===== src/rtl/display_scheduler.sv =====
// display_scheduler
//
// Arbitrates ownership of the shared 4-digit seven-segment display between
// three sources, highest priority first: timed message, item price and the
// running balance (background). The selected 16-bit value is split into four
// registered nibbles for the display driver. blank feeds the driver's clear.
//
// Optional feature macro: BLINK_EN
//   When defined, blank toggles every BLINK_HALF cycles while a message is
//   shown. When undefined, blank is high only during reset.
//
// Ports:
//   clk         system clock, rising edge
//   clr         synchronous active-high reset
//   bal_bcd     balance, 4 BCD digits
//   price_req   level, price should be shown
//   price_bcd   price, 4 BCD digits, sampled live while PRICE is active
//   msg_req     single-cycle message request pulse
//   msg_code    four glyph codes, captured when msg_req is high
//   dig1..dig4  registered digits, dig1 leftmost
//   blank       registered, high = display dark
//   active_src  registered, 00 BAL / 01 PRICE / 10 MSG
//   msg_busy    registered, high while in MSG
module display_scheduler #(
    parameter int unsigned HOLD_CYCLES = 50_000_000,
    parameter int unsigned MSG_CYCLES  = 100_000_000,
    parameter int unsigned BLINK_HALF  = 25_000_000
) (
    input  logic        clk,
    input  logic        clr,
    input  logic [15:0] bal_bcd,
    input  logic        price_req,
    input  logic [15:0] price_bcd,
    input  logic        msg_req,
    input  logic [15:0] msg_code,
    output logic [3:0]  dig1,
    output logic [3:0]  dig2,
    output logic [3:0]  dig3,
    output logic [3:0]  dig4,
    output logic        blank,
    output logic [1:0]  active_src,
    output logic        msg_busy
);

    localparam int unsigned HW = (HOLD_CYCLES > 1) ? $clog2(HOLD_CYCLES) : 1;
    localparam int unsigned MW = (MSG_CYCLES > 1) ? $clog2(MSG_CYCLES) : 1;
    localparam logic [HW-1:0] HOLD_MAX = HW'(HOLD_CYCLES - 1);
    localparam logic [MW-1:0] MSG_MAX  = MW'(MSG_CYCLES - 1);

    // Encodings double as the active_src code.
    typedef enum logic [1:0] {
        StBal   = 2'b00,
        StPrice = 2'b01,
        StMsg   = 2'b10
    } state_e;

    state_e         state_q, state_d;
    logic [HW-1:0]  hold_q, hold_d;
    logic [MW-1:0]  msg_tmr_q, msg_tmr_d;
    logic [15:0]    latch_q, latch_d;
    logic [15:0]    sel_d;
    logic           blank_d;

    always_comb begin
        state_d = state_q;
        unique case (state_q)
            StBal: begin
                if (msg_req)        state_d = StMsg;
                else if (price_req) state_d = StPrice;
            end
            StPrice: begin
                // A message preempts even before the hold time has elapsed.
                if (msg_req)                                state_d = StMsg;
                else if ((hold_q == HOLD_MAX) && !price_req) state_d = StBal;
            end
            StMsg: begin
                // A fresh request at the expiry edge keeps the message up.
                if (!msg_req && (msg_tmr_q == MSG_MAX))
                    state_d = price_req ? StPrice : StBal;
            end
            default: state_d = StBal;
        endcase
    end

    // Hold timer sits at zero outside PRICE, so every entry starts from zero.
    always_comb begin
        hold_d = '0;
        if (state_q == StPrice)
            hold_d = (hold_q == HOLD_MAX) ? hold_q : hold_q + 1'b1;
    end

    always_comb begin
        msg_tmr_d = '0;
        latch_d   = latch_q;
        if (msg_req) begin
            latch_d   = msg_code;
            msg_tmr_d = '0;
        end else if (state_q == StMsg) begin
            msg_tmr_d = (msg_tmr_q == MSG_MAX) ? msg_tmr_q : msg_tmr_q + 1'b1;
        end
    end

    always_comb begin
        sel_d = bal_bcd;
        unique case (state_d)
            StBal:   sel_d = bal_bcd;
            StPrice: sel_d = price_bcd;
            StMsg:   sel_d = latch_d;
            default: sel_d = bal_bcd;
        endcase
    end

`ifdef BLINK_EN
    localparam int unsigned BW = (BLINK_HALF > 1) ? $clog2(BLINK_HALF) : 1;
    localparam logic [BW-1:0] BLINK_MAX = BW'(BLINK_HALF - 1);

    logic [BW-1:0] blink_cnt_q, blink_cnt_d;
    logic          phase_q, phase_d;

    // MSG is only ever entered on msg_req, so restarting on msg_req or when
    // outside MSG covers every entry as well as every repeat request.
    always_comb begin
        blink_cnt_d = '0;
        phase_d     = 1'b0;
        if (!msg_req && (state_q == StMsg)) begin
            if (blink_cnt_q == BLINK_MAX) begin
                blink_cnt_d = '0;
                phase_d     = ~phase_q;
            end else begin
                blink_cnt_d = blink_cnt_q + 1'b1;
                phase_d     = phase_q;
            end
        end
        blank_d = (state_d == StMsg) ? phase_d : 1'b0;
    end

    always_ff @(posedge clk) begin
        if (clr) begin
            blink_cnt_q <= '0;
            phase_q     <= 1'b0;
        end else begin
            blink_cnt_q <= blink_cnt_d;
            phase_q     <= phase_d;
        end
    end
`else
    assign blank_d = 1'b0;
`endif

    always_ff @(posedge clk) begin
        if (clr) begin
            state_q    <= StBal;
            hold_q     <= '0;
            msg_tmr_q  <= '0;
            latch_q    <= '0;
            dig1       <= 4'h0;
            dig2       <= 4'h0;
            dig3       <= 4'h0;
            dig4       <= 4'h0;
            blank      <= 1'b1;
            active_src <= 2'b00;
            msg_busy   <= 1'b0;
        end else begin
            state_q    <= state_d;
            hold_q     <= hold_d;
            msg_tmr_q  <= msg_tmr_d;
            latch_q    <= latch_d;
            dig1       <= sel_d[15:12];
            dig2       <= sel_d[11:8];
            dig3       <= sel_d[7:4];
            dig4       <= sel_d[3:0];
            blank      <= blank_d;
            active_src <= state_d;
            msg_busy   <= (state_d == StMsg);
        end
    end

endmodule


===== config.mk =====
export PLATFORM = sky130hd
export DESIGN_NAME = display_scheduler
export DESIGN_NICKNAME = d
export VERILOG_FILES = /design/src/rtl/display_scheduler.sv
export SDC_FILE = /design/constraint.sdc
export NUM_CORES = 1
export LEC_CHECK = 0
export ABC_AREA = 1
export CAP_MARGIN = 10
export CORE_ASPECT_RATIO = 0.6
export CORE_UTILIZATION = 54
export CTS_CLUSTER_SIZE = 25
export DETAILED_ROUTE_END_ITERATION = 8
export PLACE_DENSITY_LB_ADDON = 0.3
export REMOVE_ABC_BUFFERS = 1
export SLEW_MARGIN = 20
export SYNTH_ARGS = -nofsm -noshare
export SYNTH_HDL_FRONTEND = slang
export SYNTH_SLANG_ARGS = --single-unit

===== constraint.sdc =====
create_clock -name clk -period 2.92 [get_ports clk]
set_input_delay 0.584 -clock clk [delete_from_list [all_inputs] [get_ports clk]]
set_output_delay 0.584 -clock clk [all_outputs]
set_load 0.1 [all_outputs]

Yosys cells after proc, flatten, opt, wreduce, memory -nomap -nowiden
Cells that the tools add are included. W data, S select, Z words.

Bitwise operators: 2. $add $sub $neg: 2. Reduce and logical (&&, ||, !) cells: 7. Mux-type cells: 10. Equal/unequal tests: 6.

Operators by type and width (number): $pmux W16 S2 (1); $add A27 B1 Y27 const B (1); $eq A27 B27 Y1 const B (1); $add A26 B1 Y26 const B (1); $eq A26 B26 Y1 const B (1); $mux W16 (1); $mux W2 (5); $pmux W2 S3 (1); $eq A2 B1 Y1 const B (2); $eq A2 B2 Y1 const B (2); $reduce_or A3 Y1 (1); $logic_and A1 B1 Y1 (2); $logic_not A1 Y1 (2); $logic_not A2 Y1 (1); $mux W1 (2); $not A1 Y1 (2); $reduce_or A2 Y1 (1).

Flip-flop bits (word level): 89. Output and inout port bits: 20. Logic and storage cells: 37.

Logic depth before layout (Yosys ltp)
Word-level depth: 7. Depth in mapped cells: 16. Gate-level depth less buffers: 14.

Worst setup path after synthesis
OpenSTA, ideal clock, no wires.

Path type: flip-flop to flip-flop. Start point: register state_q[1]. End point: register dig1[0]. Stages on the path, launching flop included: 14. Clock period less this slack: 2673 ps. Path buffers: 2. Required time: 2801 ps. Setup slack: 247 ps. Data arrival time: 2554 ps. Cells stage by stage: dfxtp_1 > inv_1 > nand2_1 > nor2_1 > nand2_1 > nand2_1 > nand3_2 > inv_1 > ha_1 > clkbuf_1 > inv_1 > clkbuf_1 > o21ai_0 > a21oi_1.

RTL lines: from (decl) (RTL line 57) `state_e state_q, state_d;`; from (signal assigned) (RTL line 152) `state_q <= StBal;`; from (signal assigned) (RTL line 164) `state_q <= state_d;`; $eq A2 B2 Y1 (tied with other cells) (RTL line 66) `unique case (state_q)`; $pmux W2 S3 (*) (RTL line 66); net state_d[0] (RTL line 57); $eq A2 B2 Y1 / $eq A2 B1 Y1 (equally long branches) (RTL line 105) `unique case (state_d)`; $pmux W16 S2 (*) (RTL line 105); to (signal assigned) (RTL line 168) `dig1 <= sel_d[15:12];`; to (decl) (RTL line 36) `output logic [3:0] dig1,`.

The timed path passes the listed nets; every way through them passes the cells marked *. A chain may end at the register's enable or synchronous reset.

Worst setup path after layout
Start point: register hold_q[0]. End point: register dig2[3].

Longest elaborated chain between the ends: 7.

RTL lines: from (decl) (RTL line 58) `logic [HW-1:0] hold_q, hold_d;`; from (signal assigned) (RTL line 165) `hold_q <= hold_d;`; $eq A26 B26 Y1 (*) (RTL line 74) `else if ((hold_q == HOLD_MAX) && !price_req) state_d = StBal;`; $logic_and A1 B1 Y1 (*) (RTL line 74); $mux W2 (*) (RTL line 74); $mux W2 (*) (RTL line 73) `if (msg_req) state_d = StMsg;`; $pmux W2 S3 (*) (RTL line 66); net state_d[0] (RTL line 57); $eq A2 B2 Y1 / $eq A2 B1 Y1 (equally long branches) (RTL line 105); $pmux W16 S2 (*) (RTL line 105); to (signal assigned) (RTL line 169) `dig2 <= sel_d[11:8];`; to (decl) (RTL line 37) `output logic [3:0] dig2,`.

Marked as above.

==> results.md <==
- Outcome: finished, final reports clean
- Number of I/O port buffers: 71
- Root Driver: sky130_fd_sc_hd__clkbuf_16
- Number of instances in the synthesized netlist: between 600 and 700
- Fraction of synthesized cell area taken by the top area cell type: 0.401
- Diode insertion count for antenna repair: 0
- Critical Path End Type: register
- Number of synthesized flops with an enable pin: 0
- Period utilization: 0.899
- Count of clock tree sinks: 89
- First-pass GRT wire length: 19200 µm
- Average size of a mapped cell: between 6 and 7 µm²
- Unique cell type count in the Yosys netlist: 37
- GP Congestion: 0.999
- Setup TNS: 0 ns
- DR pass1 iterations: 7
- Total of max-cap violations: 0
- H-tree level count: 3
- Placed wire-length estimate: 8870 µm
- Crit Reg-Reg Startpoint: hold_q[0]
- Part of the Yosys area used for sequential elements: 0.401
- Final hold violation count: 0
- Die Ht: 72.2 µm
- Capturing point of the worst reg2reg path: dig2[3]
- Number of buffers between clock root and the deepest sink: 2
- Hold WC Path Type: reg -> reg
- Async set-or-reset flop fraction in the synthesized netlist: 0
- Number of buffers inserted for hold repair after clock tree synthesis: 0
- Initial antenna violation count: 0
- FP Rows: 25
- Pin count of the biggest net entering global routing: 20
- Gr usage total: 0.286
- Worst setup path category: reg -> reg
- DR vias: 4419
- Critical Path Sink: dig2[3]
- Number of global-route vias before repair: 4031
- Worst setup SP type: register
- Most used flip-flop cell after synthesis: sky130_fd_sc_hd__dfxtp_1
- Area enclosed by the die boundary: about 8600 µm²
- Setup Viol. Count Final: 0
- Number of remaining DRC errors: 0
- Slew Limit Fails: 0
- Unrepaired setup endpoints after global routing: false
- Min cycle time layout: around 2.6 ns
- Syn. warnings: 0
- Depth of the worst register-to-register path: 14
- Number of antenna-violating nets in the routed design: 0
- Top cells by area in the synthesized netlist: sky130_fd_sc_hd__dfxtp_1, sky130_fd_sc_hd__nand2_1, sky130_fd_sc_hd__a21oi_1
- Std-Cell Core Area: 7910 µm²
- Net count, final: 765
- Post-synthesis instance area: 4440 µm²
- Total overflow reported by the global router: 0
- Total of flip-flops plus latches after synthesis: 89
- Synth-to-Final Area Change: 24.0%
- Number of clock buffers inserted by TritonCTS: 9
- Critical path required time: between 3 and 4 ns
- Leakage power summed over all cells: 2.01 nW
- Post-synthesis cell type with the largest combined area: sky130_fd_sc_hd__dfxtp_1
- TritonCTS clock tree: built
- Per-cell via count in the routed design: around 5.4
- Routed WL: between 10000 and 15000 µm
- Crit-path max FO: 16
- Maximum frequency from static timing analysis: 381 MHz
- CP Launch Point: hold_q[0]
- Data arrival time at the worst-slack endpoint: 2.90 ns
- Share of post-route cells with drive strength above 1: 0.123
- Worst slew slack as a fraction of its limit: 0.583
- Setup fix buffers added after clock tree synthesis: 0
- Number of cells upsized or downsized after cts: 0
- Maximum VDD drop: 384 µV
- Flop2flop setup slack: 0.30 ns
- Post-layout total power: 2.92 mW
- Starting density of the core: 0.561
- Detailed-route wire length per cell: 14.2 µm
- Hold path depth: 2
- Number of ports placed on the die boundary: 72
- Die boundary width: about 120 µm
- Worst Skew: 0.00791 ns
- Hold slack: between 0.4 and 0.5 ns
- Worst Max-Slew Pin Slew: 0.626 ns
- Clock-pin slew of the registers on the worst-case setup and hold paths: 0.06 ns
- Violation count after the first detailed-routing iteration: 455
- Power per Cell Area: 529 nW/µm²
- Clock network latency to the later pin of the worst-skew pair: 0.35 ns
-- cells in the mapped netlist, types with 5 or more instances --
cell type,number
sky130_fd_sc_hd__a21oi_1,70
sky130_fd_sc_hd__clkbuf_1,12
sky130_fd_sc_hd__dfxtp_1,89
sky130_fd_sc_hd__inv_1,74
sky130_fd_sc_hd__inv_2,6
sky130_fd_sc_hd__nand2_1,124
sky130_fd_sc_hd__nand3_1,22
sky130_fd_sc_hd__nand3_2,5
sky130_fd_sc_hd__nand4_1,17
sky130_fd_sc_hd__nor2_1,84
sky130_fd_sc_hd__nor2_2,6
sky130_fd_sc_hd__nor3_1,19
sky130_fd_sc_hd__o21a_1,16
sky130_fd_sc_hd__o21ai_0,27
sky130_fd_sc_hd__or2_2,16
sky130_fd_sc_hd__xnor2_1,6
sky130_fd_sc_hd__xor2_1,8
-- flip-flops by register name, indices dropped and copies added, names as in the netlist --
signal / flops
state_q: 2
dig2: 4
msg_tmr_q: 27
dig4: 4
dig1: 4
hold_q: 26
blank: 1
msg_busy: 1
latch_q: 16
dig3: 4
-- metal layers --
metal | vias up | part of all wire | global-route usage
li1 | 2197 | - | -
met1 | 2009 | 0.46 | 0.392
met2 | 194 | 0.43 | 0.433
met3 | 19 | 0.10 | 0.0920
met4 | 0 | 0.011 | 0.0745
met5 | - | 0 | 0
-- through the flow --
stage / setup WS [ns] / util / cells / area [µm²]
2_1_floorplan: 0.251 / - / 619 / 4360
3_3_place_gp: 0.313 / 0.659 / 806 / 5220
3_5_place_dp: 0.188 / 0.659 / 806 / 5220
4_1_cts: 0.334 / 0.696 / 822 / 5510
5_1_grt: 0.00691 / 0.696 / 822 / 5510
6_report: 0.296 / 0.696 / 822 / 5510
-- final cells by class --
class                           instances  area [µm²]
Tap cell                              108         135
Timing Repair Buffer                   79         721
Sequential cell                        89        1780
Multi-Input combinational cell        450        2280
Fill cell                             662        2410
Clock buffer                           10         229
Inverter                               80         300
Clock inverter                          6        58.8
-- placed cells by master (no fill, tap or decap), drive strengths merged --
| cell type | instances |
|---|---|
| buf | 28 |
| inv | 80 |
| nand3b | 1 |
| ha | 4 |
| nand4 | 17 |
| a21oi | 71 |
| or2 | 21 |
| clkinv | 5 |
| a31oi | 1 |
| nor4 | 3 |
| nor3b | 4 |
| nor3 | 22 |
| clkbuf | 10 |
| o21a | 16 |
| xnor2 | 6 |
| or3 | 1 |
| bufinv | 1 |
| nand3 | 27 |
| dfxtp | 89 |
| o21ai | 28 |
| nor2 | 92 |
| xor2 | 8 |
| clkdlybuf4s50 | 51 |
| nand2 | 128 |
-- cell families after synthesis --
family	share of synthesized area
XOR/XNOR	0.0276
AO/OA/AOI/OAI	0.141
flip-flops	0.401
buffers and inverters	0.0851
adder cells (fa/ha/maj)	0.0113
AND/OR/NAND/NOR	0.334
-- how the worst min path moves through the flow --
| stage | from | to | slack, ns |
|---|---|---|---|
| after floorplan | msg_tmr_q[26] | msg_tmr_q[26] | 0.45 |
| after global placement | hold_q[25] | hold_q[25] | 0.46 |
| after detailed placement | hold_q[25] | hold_q[25] | 0.47 |
| after CTS | hold_q[25] | hold_q[25] | 0.48 |
| after global routing | hold_q[25] | hold_q[25] | 0.50 |
| final | hold_q[25] | hold_q[25] | 0.48 |
-- power breakdown --
part	switching, mW	internal (mW)	leakage, nW	total, mW
Clock	0.474	0.658	0.146	1.13
Sequential	0.0183	1.26	0.726	1.28
Combinational	0.347	0.158	1.13	0.505
-- critical path: stages, from the launching register on --
cell,delay [ns]
sky130_fd_sc_hd__dfxtp_1,0.40
sky130_fd_sc_hd__ha_1,0.21
sky130_fd_sc_hd__nand3_1,0.15
sky130_fd_sc_hd__inv_1,0.18
sky130_fd_sc_hd__nand2_1,0.07
sky130_fd_sc_hd__nor2_1,0.09
sky130_fd_sc_hd__nand2_1,0.20
sky130_fd_sc_hd__nand2_1,0.11
sky130_fd_sc_hd__nand2_1,0.06
sky130_fd_sc_hd__nand3_2,0.11
sky130_fd_sc_hd__inv_1,0.06
sky130_fd_sc_hd__ha_1,0.28
sky130_fd_sc_hd__inv_1,0.33
sky130_fd_sc_hd__o21ai_0,0.17
sky130_fd_sc_hd__a21oi_1,0.14
No activity file was read; power rests on OpenSTA's default activity.
